[config.mk]
export PLATFORM = sky130hd
export DESIGN_NAME = uart_mem_bridge
export DESIGN_NICKNAME = d
export VERILOG_FILES = /design/src/rtl/uart_mem_bridge.sv
export SDC_FILE = /design/constraint.sdc
export NUM_CORES = 1
export LEC_CHECK = 0
export BUFFER_PORTS_ARGS = -buffer_cell sky130_fd_sc_hd__clkbuf_2
export CORE_UTILIZATION = 54
export DETAILED_ROUTE_END_ITERATION = 8
export HOLD_SLACK_MARGIN = 0.06
export PLACE_DENSITY = 0.81
export SLEW_MARGIN = 15
export SYNTH_ARGS = -nofsm -noshare
export SYNTH_HDL_FRONTEND = slang
export SYNTH_SLANG_ARGS = --single-unit
export TNS_END_PERCENT = 30
[constraint.sdc]
create_clock -name clk -period 3.2 [get_ports clk]
set_input_delay 0.48 -clock clk [delete_from_list [all_inputs] [get_ports clk]]
set_output_delay 0.48 -clock clk [all_outputs]
set_load 0.03 [all_outputs]
[src/rtl/uart_mem_bridge.sv]
`default_nettype none
//==============================================================================
// Module : uart_mem_bridge
// Packs UART bytes into memory words (load) or streams memory words out as bytes (dump).
// Rev    : 1.0
//==============================================================================
module uart_mem_bridge #(
    parameter int ADDR_W = 16,
    parameter int DATA_W = 128,
    parameter int RD_LAT = 2
) (
    input  logic              clk,
    input  logic              rst_n,
    input  logic              start_load_i,
    input  logic              start_dump_i,
    input  logic [ADDR_W-1:0] base_addr_i,
    input  logic [ADDR_W-1:0] word_count_i,
    input  logic              rx_valid_i,
    input  logic [7:0]        rx_data_i,
    output logic [7:0]        tx_data_o,
    output logic              tx_valid_o,
    input  logic              tx_ready_i,
    output logic [ADDR_W-1:0] mem_addr_o,
    output logic [DATA_W-1:0] mem_wdata_o,
    output logic              mem_we_o,
    input  logic [DATA_W-1:0] mem_rdata_i,
    output logic              busy_o,
    output logic              done_o,
    output logic [ADDR_W-1:0] words_done_o,
    output logic              rx_drop_o
);

    localparam int BYTES  = DATA_W / 8;
    localparam int BCNT_W = (BYTES > 1) ? $clog2(BYTES) : 1;
    localparam int LAT_W  = (RD_LAT > 1) ? $clog2(RD_LAT) : 1;
    localparam logic [BCNT_W-1:0] LAST_BYTE = BCNT_W'(BYTES - 1);
    localparam logic [LAT_W-1:0]  LAST_LAT  = LAT_W'(RD_LAT - 1);

    localparam logic [2:0] S_IDLE      = 3'd0;
    localparam logic [2:0] S_L_COLLECT = 3'd1;
    localparam logic [2:0] S_L_WRITE   = 3'd2;
    localparam logic [2:0] S_D_READ    = 3'd3;
    localparam logic [2:0] S_D_WAIT    = 3'd4;
    localparam logic [2:0] S_D_SEND    = 3'd5;
    localparam logic [2:0] S_FINISH    = 3'd6;

    logic [2:0]        state_q, state_d;
    logic [ADDR_W-1:0] addr_q;
    logic [ADDR_W-1:0] count_q;
    logic [ADDR_W-1:0] words_done_q;
    logic [BCNT_W-1:0] byte_cnt_q;
    logic [LAT_W-1:0]  lat_cnt_q;
    logic [DATA_W-1:0] shreg_q;
    logic [DATA_W-1:0] wdata_q;
    logic              rx_drop_q;

    logic              w_last_byte;
    logic              w_last_word;
    logic              w_lat_done;
    logic              w_collecting;
    logic [DATA_W-1:0] w_shift_in;

    assign w_last_byte  = (byte_cnt_q == LAST_BYTE);
    assign w_last_word  = ((words_done_q + ADDR_W'(1)) == count_q);
    assign w_lat_done   = (lat_cnt_q == LAST_LAT);
    assign w_collecting = (state_q == S_L_COLLECT) || (state_q == S_L_WRITE);
    // Bytes enter at the top so that after a full word the first byte sits in [7:0].
    assign w_shift_in   = {rx_data_i, shreg_q[DATA_W-1:8]};

    always_ff @(posedge clk or negedge rst_n) begin
        if (!rst_n) begin
            state_q <= S_IDLE;
        end else begin
            state_q <= state_d;
        end
    end

    always_comb begin
        state_d = state_q;
        case (state_q)
            S_IDLE: begin
                if (start_load_i) begin
                    state_d = (word_count_i == '0) ? S_FINISH : S_L_COLLECT;
                end else if (start_dump_i) begin
                    state_d = (word_count_i == '0) ? S_FINISH : S_D_READ;
                end
            end
            S_L_COLLECT: if (rx_valid_i && w_last_byte) state_d = S_L_WRITE;
            S_L_WRITE:   state_d = w_last_word ? S_FINISH : S_L_COLLECT;
            S_D_READ:    state_d = S_D_WAIT;
            S_D_WAIT:    if (w_lat_done) state_d = S_D_SEND;
            S_D_SEND: begin
                if (tx_ready_i && w_last_byte) begin
                    state_d = w_last_word ? S_FINISH : S_D_READ;
                end
            end
            S_FINISH:    state_d = S_IDLE;
            default:     state_d = S_IDLE;
        endcase
    end

    always_comb begin
        busy_o     = (state_q != S_IDLE);
        done_o     = (state_q == S_FINISH);
        mem_we_o   = (state_q == S_L_WRITE);
        tx_valid_o = (state_q == S_D_SEND);
    end

    assign tx_data_o    = shreg_q[7:0];
    assign mem_addr_o   = addr_q;
    assign mem_wdata_o  = wdata_q;
    assign words_done_o = words_done_q;
    assign rx_drop_o    = rx_drop_q;

    always_ff @(posedge clk or negedge rst_n) begin
        if (!rst_n) begin
            addr_q       <= '0;
            count_q      <= '0;
            words_done_q <= '0;
            byte_cnt_q   <= '0;
            lat_cnt_q    <= '0;
            shreg_q      <= '0;
            wdata_q      <= '0;
            rx_drop_q    <= 1'b0;
        end else begin
            case (state_q)
                S_IDLE: begin
                    if (start_load_i || start_dump_i) begin
                        addr_q       <= base_addr_i;
                        count_q      <= word_count_i;
                        words_done_q <= '0;
                        byte_cnt_q   <= '0;
                    end
                    if (start_load_i) rx_drop_q <= 1'b0;
                end
                S_L_COLLECT: begin
                    if (rx_valid_i) begin
                        shreg_q    <= w_shift_in;
                        byte_cnt_q <= w_last_byte ? '0 : byte_cnt_q + BCNT_W'(1);
                        if (w_last_byte) wdata_q <= w_shift_in;
                    end
                end
                S_L_WRITE: begin
                    addr_q       <= addr_q + ADDR_W'(1);
                    words_done_q <= words_done_q + ADDR_W'(1);
                    // A byte arriving while writing starts the next word.
                    if (rx_valid_i) begin
                        shreg_q    <= w_shift_in;
                        byte_cnt_q <= BCNT_W'(1);
                    end
                end
                S_D_READ: lat_cnt_q <= '0;
                S_D_WAIT: begin
                    if (w_lat_done) begin
                        shreg_q    <= mem_rdata_i;
                        byte_cnt_q <= '0;
                    end else begin
                        lat_cnt_q <= lat_cnt_q + LAT_W'(1);
                    end
                end
                S_D_SEND: begin
                    if (tx_ready_i) begin
                        shreg_q <= shreg_q >> 8;
                        if (w_last_byte) begin
                            byte_cnt_q   <= '0;
                            addr_q       <= addr_q + ADDR_W'(1);
                            words_done_q <= words_done_q + ADDR_W'(1);
                        end else begin
                            byte_cnt_q <= byte_cnt_q + BCNT_W'(1);
                        end
                    end
                end
                default: ;
            endcase
            // A stray byte is flagged even when it coincides with a start pulse.
            if (rx_valid_i && !w_collecting) rx_drop_q <= 1'b1;
        end
    end

endmodule
`default_nettype wire

Word-level counts from Yosys, hierarchy flattened
Index checks and enable logic that the tools add are counted.
{"block": "word_totals", "register_bits": 313, "input_bits": 174, "out_inout_bits": 173, "elab_cells": 88}
{"block": "classes", "addsub": 4, "n_eq_ne": 18, "mux": 34, "n_reduce_logical": 23}
{"operator": "two-way mux 128 bit", "n": 3}
{"operator": "one-hot mux 128 bit (3 select lines)", "n": 1}
{"operator": "two-way mux 16 bit", "n": 6}
{"operator": "one-hot mux 16 bit (3 select lines)", "n": 2}
{"operator": "adder 16 x 1 -> 16 bit (second input constant)", "n": 2}
{"operator": "two-way mux 3 bit", "n": 9}
{"operator": "two-way mux 4 bit", "n": 6}
{"operator": "one-hot mux 4 bit (5 select lines)", "n": 1}
{"operator": "one-hot mux 3 bit (6 select lines)", "n": 1}
{"operator": "equality test 16 bit", "n": 1}
{"operator": "zero test 16 bit", "n": 1}
{"operator": "AND reduction 4 bit", "n": 3}
{"operator": "inequality test 2 x 1 -> 1 bit (second input constant)", "n": 5}
{"operator": "equality test 3 bit (second input constant)", "n": 3}
{"operator": "nonzero test 3 bit", "n": 3}
{"operator": "inequality test 2 bit (second input constant)", "n": 4}
{"operator": "equality test 3 x 2 -> 1 bit (second input constant)", "n": 2}
{"operator": "AND reduction 6 bit", "n": 1}
{"operator": "nonzero test 2 bit", "n": 3}
{"operator": "nonzero test 5 bit", "n": 1}
{"operator": "adder 4 x 1 -> 4 bit (second input constant)", "n": 1}
{"operator": "equality test 4 bit (second input constant)", "n": 1}
{"operator": "two-way mux 1 bit", "n": 4}
{"operator": "AND reduction 2 bit", "n": 2}
{"operator": "other kinds (10)", "n": 13}

Depth between registers and ports, before layout
Gate-level depths: netlist (run 1).
{"block": "depth", "ltp_word": 6, "depth_mapped": 9, "depth_no_buf": 8}

Worst setup path after synthesis (run 1)
No wires, ideal clock.
{"block": "synth_path", "path_kind": "reg2reg", "from": "reg words_done_q[0], in the netlist words_done_o[0]", "to": "reg state_q[0]", "setup_ns": 0.124, "t_arrival_ns": 2.363, "required_time_ns": 3.076, "setup_slack_ns": 0.713, "stages_incl_launch_ff": 9, "path_buffers": 1, "period_less_slack_ns": 2.487, "path_cell_list": "dfrtp_1 > ha_1 > buf_2 > nand4_2 > nor4_4 > nor3b_2 > o211ai_1 > o41a_2 > a211o_1"}
{"block": "synth_via", "elab_chain_len": 5, "word_cells_on_any_way": 6, "cone_classes": "add/sub: 1; eq/ne: 1; mux: 4"}
{"element": "from (decl)", "line": "50", "rtl": "logic [ADDR_W-1:0] words_done_q;"}
{"element": "from (signal assigned)", "line": "145", "rtl": "words_done_q <= words_done_q + ADDR_W'(1);"}
{"element": "from (signal assigned)", "line": "167", "rtl": "words_done_q <= words_done_q + ADDR_W'(1);"}
{"element": "adder 16 x 1 -> 16 bit *", "line": "64", "rtl": "assign w_last_word = ((words_done_q + ADDR_W'(1)) == count_q);"}
{"element": "equality test 16 bit *", "line": "64"}
{"element": "two-way mux 3 bit", "line": "94", "rtl": "state_d = w_last_word ? S_FINISH : S_D_READ;"}
{"element": "two-way mux 3 bit", "line": "93", "rtl": "if (tx_ready_i && w_last_byte) begin"}
{"element": "one-hot mux 3 bit (6 select lines) *", "line": "80", "rtl": "case (state_q)"}
{"element": "to (signal assigned)", "line": "74", "rtl": "state_q <= state_d;"}
{"element": "to (decl)", "line": "47", "rtl": "logic [2:0] state_q, state_d;"}
Mark *: on every way between the ends. The rest lies on a longest branch, timed or not. The select of a mux whose other input is x is not followed.
A chain may end at the register's enable or synchronous reset.

Worst setup path after layout (run 1)
Ends and elaborated chain as after synthesis.

==> results_tabular.tex, run 1 <==
\begin{tabular}{lr}
\hline
Metric & Value \\
\hline
\multicolumn{2}{l}{\textbf{Yosys}} \\
\quad Post-synthesis instance area & 14200 um\^{}2 \\
\quad Average instance area after synthesis & 11.2 um\^{}2 \\
\quad Cell variety after synth & 56 \\
\quad Cell count after synthesis & 1266 \\
\quad Number of flops mapped to enable cells by yosys & 0 \\
\quad Seq cells post-synth & 313 \\
\quad Synth area leader & sky130\_fd\_sc\_hd\_\_dfrtp\_1 \\
\quad Main area contributors after synthesis & sky130\_fd\_sc\_hd\_\_dfrtp\_1 (55\%), sky130\_fd\_sc\_hd\_\_mux2\_2 (11\%), sky130\_fd\_sc\_hd\_\_mux2i\_1 (8.7\%) \\
\quad Most frequent cells after synthesis & sky130\_fd\_sc\_hd\_\_dfrtp\_1 (313), sky130\_fd\_sc\_hd\_\_a21oi\_1 (171), sky130\_fd\_sc\_hd\_\_nor2\_1 (170) \\
\quad Most common flop cell mapped by yosys & sky130\_fd\_sc\_hd\_\_dfrtp\_1 \\
\quad Proportion of synthesized flip-flops having asynchronous set or reset & 100\% \\
\quad Top-count cell post-synth & sky130\_fd\_sc\_hd\_\_dfrtp\_1 \\
\quad Sequential area share after synthesis & 55.3\% \\
\quad Total number of yosys warnings & 0 \\
\quad Fraction of synthesized cell area taken by the top area cell type & 55.3\% \\
\quad Syn Nets & 1443 \\
\multicolumn{2}{l}{\textbf{STA}} \\
\quad Max Freq & 0.371 GHz \\
\quad Slew headroom & 53.6\% \\
\quad Worst Skew & 0.0149 ns \\
\quad RSZ-0062 raised after global routing & no \\
\quad Final worst path period share & 84.2\% \\
\quad Final Hold Vio Count & 0 \\
\quad Setup ws final & 0.507 ns \\
\quad Count of pins over their slew limit & 0 \\
\quad Final setup violating endpoints & 0 \\
\quad Setup TNS & 0 ns \\
\quad Final critical-path required period & 2.69 ns \\
\quad Pin slew with the least headroom to its limit & 0.690 ns \\
\multicolumn{2}{l}{\textbf{Route}} \\
\quad Initial DRC count & 796 \\
\quad Total DRC errors in the routed layout & 0 \\
\quad Number of routed nets with antenna violations & 0 \\
\quad Final wirelength & 37100 um \\
\quad Number of iterations in the first detailed-routing pass & 5 \\
\quad Via count & 11000 \\
\quad Detailed-route vias per instance & 5.69 \\
\quad Routed wirelength normalized by instance count & 19.2 um \\
\multicolumn{2}{l}{\textbf{Placed design}} \\
\quad Post-detailed-placement cell area & 16200 um\^{}2 \\
\quad HPWL reported at the end of detailed placement & 26100 um \\
\quad Gp weighted congestion & 0.880 \\
\quad Setup WS pre-CTS & 0.532 ns \\
\quad Total of buffers placed on input and output ports & 346 \\
\multicolumn{2}{l}{\textbf{Critical path}} \\
\quad Critical Setup Path Class & flip-flop to flip-flop \\
\quad Critical path arrival & 3.08 ns \\
\quad Startpoint Class & flip-flop \\
\quad Critical path data required time & 3.58 ns \\
\quad Largest fanout on the critical path & 9 \\
\quad Crit end category & flip-flop \\
\multicolumn{2}{l}{\textbf{Cells and area}} \\
\quad Layout cell share with drive strength beyond 1 & 36.4\% \\
\quad Post-route cell area & 17400 um\^{}2 \\
\quad Layout net count & 1752 \\
\quad Area Growth Syn to Fin & 22.6\% \\
\quad Filler Cell Count & 1895 \\
\multicolumn{2}{l}{\textbf{GRT}} \\
\quad Via count of the first global-routing pass & 10900 \\
\quad Grt ovf & 0 \\
\quad Wire length of the first global-routing pass & 57600 um \\
\quad Maximum number of pins on one net before global-route repair & 105 \\
\quad Initial antenna violation count & 0 \\
\quad Global-route usage over all layers & 27.5\% \\
\multicolumn{2}{l}{\textbf{Power and ir drop}} \\
\quad Maximum resistive drop on vdd & 0.602 mV \\
\quad Power density over the cells & 876 nW/um\^{}2 \\
\quad Leakage component of the power & 0.00830 uW \\
\multicolumn{2}{l}{\textbf{Clocking}} \\
\quad CTS Root Cell & sky130\_fd\_sc\_hd\_\_clkbuf\_16 \\
\quad Worst-Skew Late Latency & 0.51 ns \\
\quad Number of sinks driven by the clock tree & 313 \\
\quad H-tree level count & 2 \\
\quad Clock tree from TritonCTS & yes \\
\quad Clock-pin slew reported for the worst setup and hold paths after clock tree synthesis & 0.06 ns \\
\quad TritonCTS buffer count & 34 \\
\quad Maximum root-to-sink buffer count & 3 \\
\multicolumn{2}{l}{\textbf{Floorplanning}} \\
\quad Starting utilization of the core area & 55.6\% \\
\quad FP Rows & 58 \\
\quad Chip Height & 164 um \\
\quad Die outline width & 164 um \\
\quad Floorplan core area & 25500 um\^{}2 \\
\quad I/O pin count & 347 \\
\quad Die area & 26900 um\^{}2 \\
\multicolumn{2}{l}{\textbf{Run status}} \\
\quad Result of the run & completed \\
\multicolumn{2}{l}{\textbf{Run}} \\
\quad Max-cap check violation count & 0 \\
\multicolumn{2}{l}{\textbf{Min path}} \\
\quad Classification of the worst-slack hold path & primary input to flip-flop \\
\hline
\end{tabular}
what timing repair did:
item	in CTS	in global routing
hold endpoints to repair	68	0
buffers inserted	0	0
gates resized for setup	0	0
hold buffers	1	0
cell families (layout without fill, tap and decap cells):
| group | count (synthesis) | count (layout) | synth area share (%) |
|---|---|---|---|
| XOR/XNOR | 20 | 20 | 1.24 |
| adder cells (fa/ha/maj) | 3 | 3 | 0.265 |
| other | 0 | 2 | 0 |
| flip-flops | 313 | 313 | 55.3 |
| AND/OR/NAND/NOR | 298 | 298 | 9.53 |
| AO/OA/AOI/OAI | 261 | 261 | 10.3 |
| buffers and inverters | 103 | 436 | 3.16 |
| multiplexers | 268 | 268 | 20.3 |
where the power goes:
| part | internal, uW | switching, uW | leakage [uW] |
|---|---|---|---|
| Clock | 2450 | 1580 | 0.000567 |
| Sequential | 4990 | 947 | 0.00380 |
| Combinational | 2000 | 3250 | 0.00393 |
layer usage:
metal | vias to the layer above | global-route usage [%] | share of wire, %
met4 | 0 | 10.4 | 3.0
met2 | 400 | 46.1 | 49
met1 | 5399 | 34.6 | 40
met5 | - | 0 | 0
li1 | 5118 | - | -
met3 | 78 | 6.49 | 7.2
flip-flops by register name, summed over array words and instances (netlist names):
| name | count |
|---|---|
| words_done_o | 16 |
| byte_cnt_q | 4 |
| mem_wdata_o | 128 |
| shreg_q | 128 |
| state_q | 3 |
| count_q | 16 |
| lat_cnt_q | 1 |
| mem_addr_o | 16 |
| rx_drop_o | 1 |
critical path: stages, from the launching register on:
cell	delay, ns
sky130_fd_sc_hd__dfrtp_1	0.46
sky130_fd_sc_hd__ha_1	0.39
sky130_fd_sc_hd__nand4_2	0.32
sky130_fd_sc_hd__nor4_4	0.29
sky130_fd_sc_hd__nor3b_2	0.22
sky130_fd_sc_hd__o211ai_1	0.14
sky130_fd_sc_hd__o41a_2	0.50
sky130_fd_sc_hd__a211o_1	0.27
per-stage QoR:
stage / std cells / hold slack, ns / util, % / total power, uW
2_1_floorplan: 1266 / 0.184 / - / 9610
3_3_place_gp: 1868 / 0.487 / 63.7 / 11000
3_5_place_dp: 1868 / 0.493 / 63.7 / 11200
4_1_cts: 1929 / 0.185 / 68.2 / 15300
5_1_grt: 1929 / 0.210 / 68.2 / 16100
6_report: 1931 / 0.204 / 68.2 / 15200
layout by cell type, fill, tap and decap left out, types with 5 or more instances in the layout:
cell type / instances
sky130_fd_sc_hd__clkbuf_8: 5
sky130_fd_sc_hd__nand4_1: 5
sky130_fd_sc_hd__nor2b_1: 5
sky130_fd_sc_hd__clkbuf_1: 6
sky130_fd_sc_hd__nand3_1: 21
sky130_fd_sc_hd__clkinv_2: 7
sky130_fd_sc_hd__nand2b_1: 10
sky130_fd_sc_hd__and3_1: 13
sky130_fd_sc_hd__a21oi_1: 170
sky130_fd_sc_hd__mux2i_1: 123
sky130_fd_sc_hd__mux2_2: 144
sky130_fd_sc_hd__inv_1: 8
sky130_fd_sc_hd__dfrtp_1: 313
sky130_fd_sc_hd__clkbuf_16: 35
sky130_fd_sc_hd__nor3_1: 11
sky130_fd_sc_hd__a31oi_1: 6
sky130_fd_sc_hd__nand2_1: 36
sky130_fd_sc_hd__o22ai_1: 6
sky130_fd_sc_hd__o31ai_1: 9
sky130_fd_sc_hd__buf_12: 9
sky130_fd_sc_hd__xnor2_1: 15
sky130_fd_sc_hd__clkbuf_2: 345
sky130_fd_sc_hd__o21ai_0: 40
sky130_fd_sc_hd__o41ai_1: 5
sky130_fd_sc_hd__buf_4: 12
sky130_fd_sc_hd__nor2_1: 169
sky130_fd_sc_hd__nor4_1: 5
sky130_fd_sc_hd__xor2_1: 5
final cells by class:
class | instances | area (um^2) | share of cell area [%]
antenna | 2 | 5.00 | 0.0288
clock buffer | 46 | 967 | 5.56
clock inverter | 14 | 180 | 1.04
inverter | 8 | 30.0 | 0.173
multi-input combinational | 850 | 5930 | 34.1
sequential | 313 | 7830 | 45.1
tap | 330 | 413 | 2.38
timing repair buffer | 368 | 2020 | 11.6
path summary, 6_finish.rpt:
path / start / to / slack (ns) / cells past startpoint
worst max-delay path: words_done_o[0] / state_q[0] / 0.51 / 7
worst min-delay path: word_count_i[7] / count_q[7] / 0.20 / 3
worst max register to register: words_done_o[0] / state_q[0] / 0.51 / 7
worst min register to register: mem_wdata_o[18] / mem_wdata_o[18] / 0.50 / 1
max in group asynchronous: rst_n / shreg_q[11] / 1.77 / 3
min in group asynchronous: rst_n / mem_wdata_o[29] / 0.54 / 2
(Power assumes the default switching activity.)
==> inputs of run 2 (changes only) <==
- clock period: 3.2 -> 2.8 ns (I/O delays scaled with it)
==> run 2 against run 1 <==
Sequential cell count did not move. Global-route usage up 0.25 points. Largest power group unchanged. Die area is the same. Sequential power grew 15%. Highest routed layer unchanged. Critical endpoint unchanged.
==> results_tabular.tex, run 2 (same netlist as run 1, synthesis figures left out) <==
\begin{tabular}{lr}
\hline
Metric & Value \\
\hline
\multicolumn{2}{l}{\textbf{STA}} \\
\quad Slew headroom & 58.0\% (+4.4 points) \\
\quad Worst Skew & 0.0189 ns (+0.00396 ns) \\
\quad Final Hold Vio Count & 0 (unchanged) \\
\quad Setup TNS & 0 ns (unchanged) \\
\quad Count of pins over their slew limit & 0 (unchanged) \\
\quad Final setup violating endpoints & 0 (unchanged) \\
\quad Final worst path period share & 91.4\% (+7.3 points) \\
\quad Final critical-path required period & 2.56 ns (-0.134 ns) \\
\quad Pin slew with the least headroom to its limit & 0.624 ns (-0.0659 ns) \\
\quad RSZ-0062 raised after global routing & no \\
\quad Setup ws final & 0.240 ns (-0.266 ns) \\
\quad Max Freq & 0.391 GHz (+5.2\%) \\
\multicolumn{2}{l}{\textbf{Critical path}} \\
\quad Critical Setup Path Class & flip-flop to flip-flop \\
\quad Critical path arrival & 2.94 ns (-0.14 ns) \\
\quad Crit-path cells & ha\_2, nand4\_2, nor4\_4, nor3b\_2, o211ai\_1, o41a\_2, a211o\_1 \\
\quad Cell at the slowest stage of the critical path & sky130\_fd\_sc\_hd\_\_o41a\_2 \\
\quad Worst setup slack for register-to-register paths & 0.24 ns (-0.27 ns) \\
\quad Critical path data required time & 3.18 ns (-0.40 ns) \\
\quad Worst r2r path cells & 7 (unchanged) \\
\quad Startpoint Class & flip-flop \\
\quad Crit end category & flip-flop \\
\quad CP max stage delay & 0.49 ns (about the same) \\
\quad R2R Path Start & words\_done\_o[0] \\
\quad Reg2reg end & state\_q[0] \\
\quad Largest fanout on the critical path & 9 (unchanged) \\
\multicolumn{2}{l}{\textbf{Cells and area}} \\
\quad Fraction of the core area covered by cells at the end of the flow & 68.4\% (+0.12 points) \\
\quad Layout cell share with drive strength beyond 1 & 36.7\% (+0.26 points) \\
\quad Highest-count cells in the layout ignoring fill and taps & sky130\_fd\_sc\_hd\_\_clkbuf\_2 (345), sky130\_fd\_sc\_hd\_\_dfrtp\_1 (313), sky130\_fd\_sc\_hd\_\_a21oi\_1 (170), sky130\_fd\_sc\_hd\_\_nor2\_1 (169), sky130\_fd\_sc\_hd\_\_mux2\_2 (144) \\
\quad Non-filler cells, final & 1936 (+0.26\%) \\
\quad Post-route cell area & 17400 um\^{}2 (+0.17\%) \\
\quad Area Growth Syn to Fin & 22.9\% \\
\quad Filler Cell Count & 1915 (+1.1\%) \\
\quad Layout net count & 1761 (+0.51\%) \\
\quad Most frequent standard cell in the layout excluding fill and tap cells & sky130\_fd\_sc\_hd\_\_clkbuf\_2 \\
\multicolumn{2}{l}{\textbf{Clocking}} \\
\quad Clock-pin slew reported for the worst setup and hold paths after clock tree synthesis & 0.06 ns (about the same) \\
\quad CTS Root Cell & sky130\_fd\_sc\_hd\_\_clkbuf\_16 \\
\quad H-tree level count & 2 (unchanged) \\
\quad Number of sinks driven by the clock tree & 313 (unchanged) \\
\quad Worst-Skew Late Latency & 0.51 ns (about the same) \\
\quad Clock tree from TritonCTS & yes \\
\quad Maximum root-to-sink buffer count & 3 (unchanged) \\
\quad TritonCTS buffer count & 35 (+2.9\%) \\
\multicolumn{2}{l}{\textbf{Power and ir drop}} \\
\quad Switch share & 38.4\% (+0.44 points) \\
\quad Combinational share of power & 34.9\% (+0.4 points) \\
\quad Leakage component of the power & 0.00831 uW (+0.21\%) \\
\quad Power density over the cells & 991 nW/um\^{}2 (+13\%) \\
\quad Maximum resistive drop on vdd & 0.865 mV (+44\%) \\
\quad Cell-internal power & 10600 uW (+13\%) \\
\quad Clock network power share & 25.6\% (-0.8 points) \\
\quad Reg power frac & 39.5\% (+0.5 points) \\
\quad Switching power & 6620 uW (+15\%) \\
\multicolumn{2}{l}{\textbf{GRT}} \\
\quad Maximum number of pins on one net before global-route repair & 115 (+9.5\%) \\
\quad Grt ovf & 0 (unchanged) \\
\quad Global-route usage over all layers & 27.8\% (+0.25 points) \\
\quad Wire length of the first global-routing pass & 58300 um (+1.2\%) \\
\quad Initial antenna violation count & 0 (unchanged) \\
\quad Via count of the first global-routing pass & 11300 (+2.9\%) \\
\multicolumn{2}{l}{\textbf{Route}} \\
\quad Detailed-route vias per instance & 5.73 (+0.60\%) \\
\quad Number of routed nets with antenna violations & 0 (unchanged) \\
\quad Number of iterations in the first detailed-routing pass & 5 (unchanged) \\
\quad Via count & 11100 (+0.86\%) \\
\quad Routed wirelength normalized by instance count & 19.3 um (+0.56\%) \\
\quad Total DRC errors in the routed layout & 0 (unchanged) \\
\quad Final wirelength & 37400 um (+0.82\%) \\
\quad Initial DRC count & 771 (-3.1\%) \\
\multicolumn{2}{l}{\textbf{Floorplanning}} \\
\quad Die outline width & 164 um (unchanged) \\
\quad I/O pin count & 347 (unchanged) \\
\quad Floorplan core area & 25500 um\^{}2 (unchanged) \\
\quad Die area & 26900 um\^{}2 (unchanged) \\
\quad Chip Height & 164 um (unchanged) \\
\quad Starting utilization of the core area & 55.6\% (unchanged) \\
\quad FP Rows & 58 (unchanged) \\
\multicolumn{2}{l}{\textbf{Min path}} \\
\quad Classification of the worst-slack hold path & primary input to flip-flop \\
\quad Startpoint of the worst hold path & word\_count\_i[7] \\
\quad Worst hold path cell count & 3 (unchanged) \\
\quad Hold worst-path end & count\_q[7] \\
\multicolumn{2}{l}{\textbf{Placed design}} \\
\quad Gp weighted congestion & 0.869 (-1.2\%) \\
\quad \# placed instances & 1876 (+0.43\%) \\
\quad Setup WS pre-CTS & 0.165 ns (-0.367 ns) \\
\quad Total of buffers placed on input and output ports & 346 (unchanged) \\
\quad HPWL reported at the end of detailed placement & 26500 um (+1.5\%) \\
\quad Post-detailed-placement cell area & 16300 um\^{}2 (+0.45\%) \\
\multicolumn{2}{l}{\textbf{Run}} \\
\quad Max-cap check violation count & 0 (unchanged) \\
\multicolumn{2}{l}{\textbf{Run status}} \\
\quad Result of the run & completed \\
\hline
\end{tabular}
==> run 2: cell types whose count changed in the layout (fill, tap and decap cells not counted), sizes merged <==
cell	change
buf	+8
bufinv	-3
inv	-1
clkbuf	+3
clkinv	-2
==> run 2: power groups by stage <==
| stage | sequential [uW] | combinational [uW] | clock [uW] |
|---|---|---|---|
| 6_report | 6810 | 6030 | 4420 |
| 5_1_grt | 6960 | 6610 | 4680 |
| 4_1_cts | 6800 | 6030 | 4490 |
| 3_5_place_dp | 6860 | 5970 | 0 |
| 3_3_place_gp | 6790 | 5800 | 0 |
| 2_1_floorplan | 6960 | 4030 | 0 |
==> run 2: layout make-up <==
type                    count  area (um^2)  area share (%)
inverters                   8         30.0           0.172
multi-input cells         850         5930            34.1
diodes                      2         5.00          0.0287
well taps                 330          413            2.37
clock buffers              49         1010            5.79
flip-flops and latches    313         7830            45.0
clock inverters             8         93.8           0.539
repair buffers            376         2090            12.0
==> run 2: worst max path at each step <==
stage | startpoint | to | cells after the start
after floorplan | words_done_o[0] | state_q[0] | 8
after detailed placement | words_done_o[0] | state_q[0] | 7
after CTS | words_done_o[0] | state_q[0] | 7
final | words_done_o[0] | state_q[0] | 7
after global placement | words_done_o[0] | state_q[0] | 7
after global routing | words_done_o[0] | state_q[0] | 7
==> run 2: layer usage <==
layer	share of wire [%]	up-vias	global-route usage, %	wire [um]
li1	-	5133	-	-
met5	0	-	0	0
met4	3.7	0	11.4	1380
met1	39	5427	33.8	14700
met3	7.0	93	5.81	2600
met2	50	437	48.0	18700
==> run 2: critical path, delay by kind of cell, from the launching register on <==
| kind | cells | cell delay (ns) |
|---|---|---|
| flip-flops | 1 | 0.46 |
| AO/OA/AOI/OAI | 3 | 0.90 |
| adder cells (fa/ha/maj) | 1 | 0.33 |
| AND/OR/NAND/NOR | 3 | 0.74 |
==> run 2: repair_timing <==
action,CTS,global route
buffers inserted,0,0
hold buffers,1,0
endpoints found under the setup margin,0,2
hold endpoints to repair,62,0
gates resized for setup,0,1
==> run 2: stage by stage <==
step	power (uW)	hold slack (ns)
after CTS	17300	0.128
after global routing	18300	0.149
final	17300	0.144
after detailed placement	12800	0.401
after floorplan	11000	0.124
after global placement	12600	0.399
